File: src/rtl/instr_encoder_if.sv
// Field-bundle input and encoded-word output channels of the program-loader encoder.
// The host side drives bundles and consumes words; the encoder side is the slave.
interface instr_encoder_if #(
    parameter int ADDR_WIDTH = 32
);
    logic                  Clear;
    logic                  In_Valid;
    logic                  In_Ready;
    logic [2:0]            ImmediateSrc;
    logic [6:0]            Opcode;
    logic [4:0]            Rd;
    logic [4:0]            Rs1;
    logic [4:0]            Rs2;
    logic [2:0]            Funct3;
    logic [6:0]            Funct7;
    logic [31:0]           Immediate;
    logic                  Out_Valid;
    logic                  Out_Ready;
    logic [31:0]           Instr_Out;
    logic [ADDR_WIDTH-1:0] Instr_Addr;
    logic                  Enc_Err;
    logic [1:0]            Err_Code;
    logic [7:0]            Err_Count;

    modport master (
        output Clear, In_Valid, ImmediateSrc, Opcode, Rd, Rs1, Rs2, Funct3, Funct7,
               Immediate, Out_Ready,
        input  In_Ready, Out_Valid, Instr_Out, Instr_Addr, Enc_Err, Err_Code, Err_Count
    );

    modport slave (
        input  Clear, In_Valid, ImmediateSrc, Opcode, Rd, Rs1, Rs2, Funct3, Funct7,
               Immediate, Out_Ready,
        output In_Ready, Out_Valid, Instr_Out, Instr_Addr, Enc_Err, Err_Code, Err_Count
    );
endinterface

File: src/rtl/instr_encoder.sv
// RV32IM instruction encoder: packs fields and an immediate into a word (inverse of Imm_Gen),
// range-checks the immediate, stamps a sequential word address and handshakes both sides.
module instr_encoder #(
    parameter logic [31:0] BASE_ADDR  = 32'h0000_0000,
    parameter int          ADDR_WIDTH = 32
) (
    input  logic            clk,
    input  logic            rst,
    instr_encoder_if.slave  bus
);
    localparam logic [2:0] IMM_I    = 3'd0;
    localparam logic [2:0] IMM_S    = 3'd1;
    localparam logic [2:0] IMM_B    = 3'd2;
    localparam logic [2:0] IMM_U    = 3'd3;
    localparam logic [2:0] IMM_J    = 3'd4;
    localparam logic [2:0] IMM_NONE = 3'd5;

    localparam logic [ADDR_WIDTH-1:0] BASE_A = ADDR_WIDTH'(BASE_ADDR);
    localparam logic [ADDR_WIDTH-1:0] STEP_A = ADDR_WIDTH'(4);

    logic                  out_valid_reg;
    logic [31:0]           out_word_reg;
    logic [ADDR_WIDTH-1:0] out_addr_reg;
    logic [ADDR_WIDTH-1:0] next_addr_reg;
    logic                  enc_err_reg;
    logic [1:0]            err_code_reg;
    logic [7:0]            err_count_reg;

    logic [31:0]           imm;
    logic [31:0]           word_next;
    logic [1:0]            chk_code;
    logic                  in_ready;
    logic                  accept;
    logic [ADDR_WIDTH-1:0] addr_base;

    assign imm       = bus.Immediate;
    assign in_ready  = !rst && (!out_valid_reg || bus.Out_Ready);
    assign accept    = bus.In_Valid && in_ready;
    // A coincident Clear restarts numbering at the word being accepted right now.
    assign addr_base = bus.Clear ? BASE_A : next_addr_reg;

    always_comb begin
        word_next = '0;
        case (bus.ImmediateSrc)
            IMM_NONE: word_next = {bus.Funct7, bus.Rs2, bus.Rs1, bus.Funct3, bus.Rd, bus.Opcode};
            IMM_I:    word_next = {imm[11:0], bus.Rs1, bus.Funct3, bus.Rd, bus.Opcode};
            IMM_S:    word_next = {imm[11:5], bus.Rs2, bus.Rs1, bus.Funct3, imm[4:0], bus.Opcode};
            IMM_B:    word_next = {imm[12], imm[10:5], bus.Rs2, bus.Rs1, bus.Funct3,
                                   imm[4:1], imm[11], bus.Opcode};
            IMM_U:    word_next = {imm[31:12], bus.Rd, bus.Opcode};
            IMM_J:    word_next = {imm[20], imm[10:1], imm[11], imm[19:12], bus.Rd, bus.Opcode};
            default:  word_next = '0;
        endcase
    end

    // Priority: bad format code, then misalignment, then range (upper bits must be a sign extension).
    always_comb begin
        chk_code = 2'b00;
        case (bus.ImmediateSrc)
            IMM_I, IMM_S: begin
                if (!((&imm[31:11]) || !(|imm[31:11]))) chk_code = 2'b01;
            end
            IMM_B: begin
                if (imm[0])                                   chk_code = 2'b10;
                else if (!((&imm[31:12]) || !(|imm[31:12]))) chk_code = 2'b01;
            end
            IMM_J: begin
                if (imm[0])                                   chk_code = 2'b10;
                else if (!((&imm[31:20]) || !(|imm[31:20]))) chk_code = 2'b01;
            end
            IMM_U: begin
                if (|imm[11:0]) chk_code = 2'b01;
            end
            IMM_NONE: chk_code = 2'b00;
            default:  chk_code = 2'b11;
        endcase
    end

    always_ff @(posedge clk) begin
        if (rst) begin
            out_valid_reg <= 1'b0;
            out_word_reg  <= '0;
            out_addr_reg  <= BASE_A;
            next_addr_reg <= BASE_A;
            enc_err_reg   <= 1'b0;
            err_code_reg  <= 2'b00;
            err_count_reg <= 8'd0;
        end else begin
            enc_err_reg <= 1'b0;
            if (out_valid_reg && bus.Out_Ready) begin
                out_valid_reg <= 1'b0;
            end
            if (bus.Clear) begin
                next_addr_reg <= BASE_A;
                err_count_reg <= 8'd0;
            end
            if (accept) begin
                if (chk_code == 2'b00) begin
                    out_valid_reg <= 1'b1;
                    out_word_reg  <= word_next;
                    out_addr_reg  <= addr_base;
                    next_addr_reg <= addr_base + STEP_A;
                    err_code_reg  <= 2'b00;
                end else begin
                    // Rejected bundles are consumed silently apart from the error report.
                    enc_err_reg  <= 1'b1;
                    err_code_reg <= chk_code;
                    if (bus.Clear) begin
                        err_count_reg <= 8'd1;
                    end else if (err_count_reg != 8'hFF) begin
                        err_count_reg <= err_count_reg + 8'd1;
                    end
                end
            end
        end
    end

    assign bus.In_Ready   = in_ready;
    assign bus.Out_Valid  = out_valid_reg;
    assign bus.Instr_Out  = out_word_reg;
    assign bus.Instr_Addr = out_addr_reg;
    assign bus.Enc_Err    = enc_err_reg;
    assign bus.Err_Code   = err_code_reg;
    assign bus.Err_Count  = err_count_reg;
endmodule

File: src/flat_wrapper.sv
// flat-port wrapper written by rule: the top's interface ports become plain ports
module instr_encoder_flat 
#(
    parameter logic [31:0] BASE_ADDR  = 32'h0000_0000,
    parameter int          ADDR_WIDTH = 32
)
  (clk, rst, bus_Clear, bus_In_Valid, bus_ImmediateSrc, bus_Opcode, bus_Rd, bus_Rs1, bus_Rs2, bus_Funct3, bus_Funct7, bus_Immediate, bus_Out_Ready, bus_In_Ready, bus_Out_Valid, bus_Instr_Out, bus_Instr_Addr, bus_Enc_Err, bus_Err_Code, bus_Err_Count);
  instr_encoder_if #(.ADDR_WIDTH(ADDR_WIDTH)) bus_i ();
  input  logic clk;
  input  logic rst;
  input wire logic [$bits(bus_i.Clear)-1:0] bus_Clear;
  input wire logic [$bits(bus_i.In_Valid)-1:0] bus_In_Valid;
  input wire logic [$bits(bus_i.ImmediateSrc)-1:0] bus_ImmediateSrc;
  input wire logic [$bits(bus_i.Opcode)-1:0] bus_Opcode;
  input wire logic [$bits(bus_i.Rd)-1:0] bus_Rd;
  input wire logic [$bits(bus_i.Rs1)-1:0] bus_Rs1;
  input wire logic [$bits(bus_i.Rs2)-1:0] bus_Rs2;
  input wire logic [$bits(bus_i.Funct3)-1:0] bus_Funct3;
  input wire logic [$bits(bus_i.Funct7)-1:0] bus_Funct7;
  input wire logic [$bits(bus_i.Immediate)-1:0] bus_Immediate;
  input wire logic [$bits(bus_i.Out_Ready)-1:0] bus_Out_Ready;
  output wire logic [$bits(bus_i.In_Ready)-1:0] bus_In_Ready;
  output wire logic [$bits(bus_i.Out_Valid)-1:0] bus_Out_Valid;
  output wire logic [$bits(bus_i.Instr_Out)-1:0] bus_Instr_Out;
  output wire logic [$bits(bus_i.Instr_Addr)-1:0] bus_Instr_Addr;
  output wire logic [$bits(bus_i.Enc_Err)-1:0] bus_Enc_Err;
  output wire logic [$bits(bus_i.Err_Code)-1:0] bus_Err_Code;
  output wire logic [$bits(bus_i.Err_Count)-1:0] bus_Err_Count;
  assign bus_i.Clear = bus_Clear;
  assign bus_i.In_Valid = bus_In_Valid;
  assign bus_i.ImmediateSrc = bus_ImmediateSrc;
  assign bus_i.Opcode = bus_Opcode;
  assign bus_i.Rd = bus_Rd;
  assign bus_i.Rs1 = bus_Rs1;
  assign bus_i.Rs2 = bus_Rs2;
  assign bus_i.Funct3 = bus_Funct3;
  assign bus_i.Funct7 = bus_Funct7;
  assign bus_i.Immediate = bus_Immediate;
  assign bus_i.Out_Ready = bus_Out_Ready;
  assign bus_In_Ready = bus_i.In_Ready;
  assign bus_Out_Valid = bus_i.Out_Valid;
  assign bus_Instr_Out = bus_i.Instr_Out;
  assign bus_Instr_Addr = bus_i.Instr_Addr;
  assign bus_Enc_Err = bus_i.Enc_Err;
  assign bus_Err_Code = bus_i.Err_Code;
  assign bus_Err_Count = bus_i.Err_Count;
  instr_encoder #(.BASE_ADDR(BASE_ADDR), .ADDR_WIDTH(ADDR_WIDTH)) u_core (.clk(clk), .rst(rst), .bus(bus_i));
endmodule
File: config.mk
export PLATFORM = sky130hd
export DESIGN_NAME = instr_encoder_flat
export DESIGN_NICKNAME = d
export VERILOG_FILES = /design/src/rtl/instr_encoder_if.sv /design/src/rtl/instr_encoder.sv /design/src/flat_wrapper.sv
export SDC_FILE = /design/constraint.sdc
export NUM_CORES = 1
export LEC_CHECK = 0
export CORE_UTILIZATION = 35
export CTS_CLUSTER_SIZE = 16
export DETAILED_ROUTE_END_ITERATION = 7
export GPL_TIMING_DRIVEN = 0
export HOLD_SLACK_MARGIN = 0.05
export PLACE_DENSITY_LB_ADDON = 0.15
export SETUP_SLACK_MARGIN = 0.1
export SYNTH_ARGS = -nofsm -noshare
export SYNTH_HDL_FRONTEND = slang
export SYNTH_SLANG_ARGS = --single-unit
export TNS_END_PERCENT = 20
File: constraint.sdc
create_clock -name clk -period 4.6 [get_ports clk]
set_clock_uncertainty 0.1 [all_clocks]
set_input_delay 0.92 -clock clk [delete_from_list [all_inputs] [get_ports clk]]
set_output_delay 0.92 -clock clk [all_outputs]
set_load 0.05 [all_outputs]
# [Word-level counts from Yosys, hierarchy flattened]
# Cells that the tools add are included.
[word_totals] register_bits=108 input_bits=72
[classes] addsub=2 n_eq_ne=6 mux=21 bitwise=1 n_reduce_logical=24
[ops] op="$pmux 32 s6" n=1
[ops] op="$mux 32" n=3
[ops] op="$mux 8" n=5
[ops] op="$add 32x3->32 const B" n=1
[ops] op="$reduce_or 12->1" n=2
[ops] op="$reduce_and 21->1" n=1
[ops] op="$reduce_or 21->1" n=1
[ops] op="$reduce_and 20->1" n=1
[ops] op="$reduce_or 20->1" n=1
[ops] op="$reduce_and 12->1" n=1
[ops] op="$pmux 2 s5" n=1
[ops] op="$add 8x1->8 const B" n=1
[ops] op="$mux 1" n=8
[ops] op="$ne 8x8->1 const B" n=1
[ops] op="$eq 3x2->1 const B" n=2
[ops] op="$eq 3x3->1 const B" n=2
[ops] op="$mux 2" n=3
[ops] op="$logic_not 1->1" n=5
[ops] op="$logic_or 1x1->1" n=4
[ops] op="$reduce_or 2->1" n=2
[ops] op="$eq 3x1->1 const B" n=1
[ops] op="$logic_and 1x1->1" n=3
[ops] op="$logic_not 3->1" n=1
[ops] op="$logic_not 2->1" n=1
[ops] op="other kinds (2)" n=2

# [Depth between registers and ports, before layout]
[logic_depth] word_depth=9 ltp_mapped=11 ltp_nobuf=8

# [Least setup slack after synthesis]
# OpenSTA, ideal clock, no wires.
[synth_timing] path_type="input -> register" start="in bus_Immediate[29]" end="reg u_core.next_addr_reg[24]" setup_time_ps=70 t_arrival_ps=3764 required_ps=4430 path_slack_ps=665 stages=9 path_cell_list="or4_4 > or4_4 > o211a_1 > or3_1 > clkbuf_2 > or4_1 > buf_2 > or3_1 > a21oi_1"
[synth_via] elab_chain_cells=9 word_cells_on_any_way=21 cone_classes="mux: 8; reduce/logical: 13"
[synth_lines] element="start, declared" line_no="flat_wrapper.sv:20" source="input wire logic [$bits(bus_i.Immediate)-1:0] bus_Immediate;"
[synth_lines] element="$reduce_or 20->1 / $reduce_or 12->1 (equally long branches)" line_no="instr_encoder.sv:65, instr_encoder.sv:69"
[synth_lines] element="$logic_not 1->1, on equally long branches" line_no="instr_encoder.sv:65, instr_encoder.sv:69"
[synth_lines] element="$logic_or 1x1->1, on equally long branches" line_no="instr_encoder.sv:65, instr_encoder.sv:69"
[synth_lines] element="$mux 1, on equally long branches" line_no="instr_encoder.sv:65, instr_encoder.sv:69"
[synth_lines] element="$mux 2, on equally long branches" line_no="instr_encoder.sv:64, instr_encoder.sv:68"
[synth_lines] element="$pmux 2 s5 *" line_no="instr_encoder.sv:59" source="case (bus.ImmediateSrc)"
[synth_lines] element="$logic_not 2->1 *" line_no="instr_encoder.sv:98" source="if (chk_code == 2'b00) begin"
[synth_lines] element="$mux 32 *" line_no="instr_encoder.sv:98"
[synth_lines] element="$mux 32 *" line_no="instr_encoder.sv:97" source="if (accept) begin"
[synth_lines] element="end signal, assigned" line_no="instr_encoder.sv:102" source="next_addr_reg <= addr_base + STEP_A;"
[synth_lines] element="end, declared" line_no="instr_encoder.sv:24" source="logic [ADDR_WIDTH-1:0] next_addr_reg;"
# Mark *: on every way between the ends. The rest lies on a longest branch, timed or not.
# A chain may end at the register's enable or synchronous reset.

# [Worst setup path in the final report]
[layout_timing] start="in bus_Clear" end="reg u_core.next_addr_reg[24]"
[layout_via] elab_chain_cells=4
[layout_lines] element="start, declared" line_no="flat_wrapper.sv:11" source="input wire logic [$bits(bus_i.Clear)-1:0] bus_Clear;"
[layout_lines] element="$mux 32" line_no="instr_encoder.sv:40" source="assign addr_base = bus.Clear ? BASE_A : next_addr_reg;"
[layout_lines] element="net u_core.addr_base[3]" line_no="instr_encoder.sv:34" source="logic [ADDR_WIDTH-1:0] addr_base;"
[layout_lines] element="$add 32x3->32" line_no="instr_encoder.sv:102"
[layout_lines] element="$mux 32" line_no="instr_encoder.sv:98"
[layout_lines] element="$mux 32" line_no="instr_encoder.sv:97"
# The timed path passes the listed nets, and every way through them passes these cells.

==> metrics.txt <==
synthesized instance count 688; crit path cell chain clkdlybuf4s50_1 > clkbuf_1 > clkbuf_1 > clkbuf_1 > clkbuf_1 > nor2b_1 > ha_1 > nand3_2 > or4_1 > buf_2 > or3_1 > a21oi_1; net switching power 577.8 uW; Leak Pwr 2.423 nW; post-synthesis sequential area ratio 0.4035; WL final 18330 um; share of post-route cells with drive strength above 1 0.04353; DR pass1 iterations 7; Die H 125.7 um; initial antenna violation count 0; Critical Path AT 4.49 ns; Clock Power Share 0.392; GRT Overall Usage 0.2337; area leader, netlist dfxtp_1; dpl cells 1018; combinational power share 0.156; clock buffer depth 2; adder-cell share of the synthesized area 0.006537; top cell type's share of synthesized area 0.4035; Critical Path Start bus_Clear; main combinational cell family by area after synthesis simple AND/OR/NAND/NOR gates; largest cells by area after synthesis dfxtp_1 40%, a21oi_1 6.4%, nand2_1 5.3%; Yosys reg bits 108; RSZ-0062 raised after global routing true; Clock transition at path regs 0.08 ns; switching share of total power 0.2733; CP delay by family, top buffers and inverters; Post-synth EDFFs 0; CP Max Fanout 10; initial core utilization 0.3632; Slew headroom 0.4121; Crit. End Element flip-flop; synthesis-to-layout area growth 37.64%; CP peak stage delay 0.50 ns; post-synthesis simple-gate area fraction 0.3250; Fmax achieved 233.0 MHz; CP max-delay cell or4_1; PortBufs 146; Mapped Avg Cell Area 7.789 um2; Post-DP HPWL 13780 um; DRT antenna net count 0; Crit path top cell by count clkbuf_1; placer congestion estimate 0.8876; via count 5867; path type of the worst min-delay path reg2reg; flop-to-flop setup slack 1.68 ns; Post-route DRC 0; die area 15810 um2; Worst-Margin Slew 0.8738 ns; max cap viols 0; final hold vios 0; Crit path required time 4.80 ns; CP Class in2reg; Slew Limit Fails 0; total CTS buffers 9; DR vias/cell 5.674; filler-free cell count of the finished design 1034; P_int 1.537 mW; DP Worst Slack -0.2991 ns; I/O pin cnt 149; Most used DFF post-synth dfxtp_1; FF-to-FF Start u_core.next_addr_reg[2]; Synth cell types 53; area of the core 14750 um2; H-tree level count 3; TritonCTS clock tree yes; reg2reg end u_core.next_addr_reg[29]; Reg power frac 0.452; Synth Area in XOR/XNOR 0.02452; pin count of the biggest net entering global routing 18; clk root buf clkbuf_16; clock sink total 108; WP buf/inv 6; final setup violation count 0; power density over the cells 286.7 nW/um2; Setup crit end u_core.next_addr_reg[24]; VDD IR max 0.1743 mV; row count 44; outcome complete, no violations; Tmin final 4.293 ns; nets 919; multi-input logic area 2974 um2; Critical Path Start Type input port; commonest non-fill, non-tap cell in the layout clkdlybuf4s50_1; DRT iter0 DRCs 464; post-CTS setup buffer count 0; Syn Nets 762; routed length per instance 17.73 um; Fillers 1423; Worst Reg2Reg Path Length in Cells 7; WP depth 12; setup slack after layout 0.3073 ns; PnR Total Power 2.114 mW; GR Overflow Total 0; Post-synth ARST share 0; most frequent cells in the layout 146 x clkdlybuf4s50_1, 108 x dfxtp_1, 76 x nand2_1, 74 x nor2_1, 68 x a21oi_1; final period utilization 0.9332; Synth Area in Compound Gates 0.1669; Post-Syn Area 5359 um2; n_diodes 0; first-pass GRT wire length 29090 um; mux contribution to synthesized area 0.03105; Synth warnings 0; Die Wd 125.7 um; total area of sequential cells 2162 um2; Worst-Skew Late Latency 0.36 ns; vias in the first global route 5684
[metal layers]
layer | wire (um) | track usage | part of all wire | up-vias
li1 | - | - | - | 2769
met1 | 7604 | 0.2859 | 0.41 | 2720
met2 | 8487 | 0.3905 | 0.46 | 331
met3 | 1628 | 0.05905 | 0.089 | 47
met4 | 612 | 0.09851 | 0.033 | 0
met5 | 0 | 0 | 0 | -
[kinds of logic after synthesis]
logic type,count (synthesis)
buffers and inverters,60
adder cells (fa/ha/maj),3
multiplexers,16
flip-flops,108
AO/OA/AOI/OAI,148
XOR/XNOR,15
AND/OR/NAND/NOR,338
[worst min-delay path by stage]
stage,startpoint,endpoint,depth (start not counted)
6_report,u_core.bus.Instr_Addr[20],u_core.bus.Instr_Addr[20],2
3_3_place_gp,u_core.bus.Instr_Addr[20],u_core.bus.Instr_Addr[20],2
4_1_cts,u_core.bus.Instr_Addr[17],u_core.bus.Instr_Addr[17],2
2_1_floorplan,u_core.next_addr_reg[0],u_core.next_addr_reg[0],1
5_1_grt,u_core.bus.Instr_Addr[24],u_core.bus.Instr_Addr[24],2
3_5_place_dp,u_core.next_addr_reg[0],u_core.next_addr_reg[0],1
[power by group through the flow]
stage / combinational (mW) / sequential [mW] / clock, mW
2_1_floorplan: 0.127 / 1.02 / 0
3_3_place_gp: 0.320 / 0.978 / 0
3_5_place_dp: 0.325 / 0.977 / 0
4_1_cts: 0.325 / 0.956 / 0.844
5_1_grt: 0.350 / 0.957 / 0.873
6_report: 0.329 / 0.956 / 0.830
[metrics by stage]
step	area, um2	setup TNS [ns]	hold slack (ns)	util
2_1_floorplan	5359	0	0.3283	-
3_3_place_gp	7051	-7.499	0.3385	0.4779
3_5_place_dp	7051	-9.500	0.3447	0.4779
4_1_cts	7363	0	0.3558	0.4991
5_1_grt	7376	0	0.3707	0.4999
6_report	7376	0	0.3505	0.4999
[final cells by class]
class                   count  area share
repair buffers            146      0.1981
clock buffers              12     0.03478
inverters                   9    0.004580
clock inverters             4    0.007464
well taps                 184     0.03121
plain buffers              51     0.02748
flip-flops and latches    108      0.2931
multi-input cells         520      0.4032
[repair_timing]
item                                   CTS  global route
gates resized for setup                  1            13
endpoints found under the hold margin    0             0
setup endpoints to repair                6            68
hold buffers                             0             0
gates cloned                             0             0
[synth_stat cells (2+ instances only)]
cell	instances
o21ai_0	24
a221oi_1	5
or4_4	2
a21o_1	2
or3_1	16
and2_1	6
nand3b_1	23
a22o_1	5
nor2_1	74
nor4_1	15
or2_2	2
nand2b_1	5
nand2_1	76
and3_1	7
o22ai_1	13
xnor2_1	15
nor3_1	29
inv_1	8
mux2_2	5
o31ai_1	4
nor3b_1	2
or4_1	7
nand4b_1	3
buf_1	6
mux2i_1	11
a21oi_1	68
nand3_1	21
dfxtp_1	108
nor2b_1	32
a22oi_1	9
clkbuf_1	43
o2111ai_1	6
ha_1	2
nand4_1	15
[worst min-delay path: cells and delay by family, from the launching register on]
kind,cells,cell delay [ns]
compound gates,1,0.05
flops,1,0.31
simple gates,1,0.05
No activity file was read; power rests on OpenSTA's default activity.
==> variant (same settings) <==
Make the reset (`rst`) asynchronous in one clocked block.
--- a/src/rtl/instr_encoder.sv
+++ b/src/rtl/instr_encoder.sv
@@ -77,5 +77,5 @@
     end
 
-    always_ff @(posedge clk) begin
+    always_ff @(posedge clk or posedge rst) begin
         if (rst) begin
             out_valid_reg <= 1'b0;
Formal check against the unedited RTL: differs if rst is asserted again (counterexample within 4 cycles, from zero or initial values and one cycle with rst high); with rst held inactive, the same outputs for 4 cycles.
==> variant against the unedited design <==
  * Worst hold slack better by 0.049 ns
  * Sequential cell count did not move
  * Wire length down 7.4%
  * Area after synthesis is 8.8% higher
  * Cell area rose by 7.4%
  * Worst setup slack improved by 0.32 ns
  * Critical endpoint is now u_core.next_addr_reg[30]
Power is not compared: it rests on default switching activity, and its combinational part moved more than twofold at a synthesized area within 25%.
==> variant: results (changes against the unedited design) <==
NUMBER_OF_DRC_VIOLATIONS_AFTER_DETAILED_ROUTING_ITERATION_0=321  # was 464
INTERNAL_POWER_W=0.001818
FINALNONFILLERCELLS=946  # was 1034
WORST_R2R_PATH_DEPTH=8  # was 7
POSTCTSHOLDBUFS=0  # unchanged
REGTOREGENDPOINT='u_core.next_addr_reg[30]'  # was u_core.next_addr_reg[29]
GLOBAL_ROUTE.USAGE.TOTAL=0.2105  # was 0.2337
CRIT_ARRIVAL_NS=4.13  # was 4.49 ns
POST_SYNTH_MAIN_AREA_CONTRIBUTORS='sky130_fd_sc_hd__dfrtp_1 (46%), sky130_fd_sc_hd__mux2_2 (11%), sky130_fd_sc_hd__mux2i_1 (6.0%), sky130_fd_sc_hd__nor2b_1 (3.2%), sky130_fd_sc_hd__nand3_1 (2.3%)'  # was sky130_fd_sc_hd__dfxtp_1 (40%), sky130_fd_sc_hd__a21oi_1 (6.4%), sky130_fd_sc_hd__nand2_1 (5.3%), sky130_fd_sc_hd__nor2_1 (5.2%), sky130_fd_sc_hd__nor2b_1 (3.7%)
NETLIST-CELL-TYPE-COUNT=50  # was 53
FINALWIRELENGTH_MM=16.99  # was 18.33 mm
WORST_HOLD_PATH.NUM_CELLS=1  # was 2
POST-LAYOUT-TOTAL-POWER_W=0.002860
TIGHTESTPINTRANSITION_NS=1.080  # was 0.8738 ns
RUN_STATUS='completed'  # unchanged
DRTPASS1ITERATIONS=4  # was 7
LARGEST_NET_DEGREE_AT_THE_START_OF_GLOBAL_ROUTING=59  # was 18
SYNTHESIS.INSTANCES=565  # was 688
WORST-R2R-SETUP-SLACK_NS=1.83  # was 1.68 ns
POST_CTS_RESIZED=0  # was 1
MOST_FREQUENTLY_USED_FLOP_MASTER_AFTER_SYNTHESIS='sky130_fd_sc_hd__dfrtp_1'  # was sky130_fd_sc_hd__dfxtp_1
FINALHOLDWORSTSLACK_NS=0.3995  # was 0.3505 ns
BUFFERS_ADDED_ON_PORTS=148  # was 146
SYNTH-ASYNC-RESET-RATIO=1.000  # was 0
SYNTH_FP_NETS=639  # was 762
CRITPATHSLOWESTCELL='sky130_fd_sc_hd__clkdlybuf4s50_1'  # was sky130_fd_sc_hd__or4_1
MIN_FROM='u_core.bus.Instr_Out[12]'  # was u_core.bus.Instr_Addr[20]
CRIT_REG_REG_STARTPOINT='u_core.next_addr_reg[2]'  # unchanged
SYNTH_SEQ_AREA_SHARE=0.4633  # was 0.4035
PLACEMENT.CELL_AREA_UM2=7615  # was 7051 um2
DP.CELLS=930  # was 1018
FINAL_WEIGHTED_CONGESTION_IN_ROUTABILITY_DRIVEN_PLACEMENT=0.8816  # was 0.8876
CLK_PIN_SLEW_WORST_PATHS_NS=0.07
DESIGN.FINAL.NETS=799  # was 919
-- variant: worst reg2reg max path, stage by stage (launching register included) --
cell and delay, ns:
sky130_fd_sc_hd__dfrtp_1 0.35, sky130_fd_sc_hd__nor2b_1 0.34, sky130_fd_sc_hd__ha_1 0.28, sky130_fd_sc_hd__and4_1 0.26, sky130_fd_sc_hd__and4_1 0.21, sky130_fd_sc_hd__buf_1 0.25, sky130_fd_sc_hd__nand2b_1 0.14, sky130_fd_sc_hd__nor4_1 0.35
sky130_fd_sc_hd__mux2_2 0.38
-- variant: layout make-up --
type	instances	area [um2]
multi-input cells	393	2851
fillers	1477	8134
inverters	30	115.1
clock buffers	10	239.0
repair buffers	149	1509
flip-flops and latches	108	2703
clock inverters	6	70.07
plain buffers	34	166.4
well taps	216	270.3
-- variant: worst max path at each step --
stage	startpoint	to	slack, ns	cells after the start
floorplan	rst	u_core.bus.Enc_Err	0.73	1
global placement	rst	u_core.bus.Err_Count[4]	-1.04	2
CTS	bus_Clear	u_core.next_addr_reg[30]	0.63	11
global route	bus_Clear	u_core.next_addr_reg[30]	0.39	11
finish	bus_Clear	u_core.next_addr_reg[30]	0.63	11
detailed placement	bus_Clear	u_core.next_addr_reg[30]	0.27	11
-- variant: metal layers --
layer  vias to the layer above  GRT usage  part of all wire
met2                       168     0.3477              0.47
met4                         0    0.08046             0.018
met3                        23    0.05398             0.071
li1                       2367          -                 -
met5                         -          0                 0
met1                      2448     0.2648              0.44
-- variant: kinds of logic after synthesis --
group,count (synthesis),synth area share
and+or+nand+nor,207,0.1958
AOI/OAI and AO/OA,76,0.09331
adders and majority gates,2,0.004289
buffers and inverters,64,0.04783
xor gates and xnor gates,13,0.01952
DFF,108,0.4633
muxes,95,0.1759
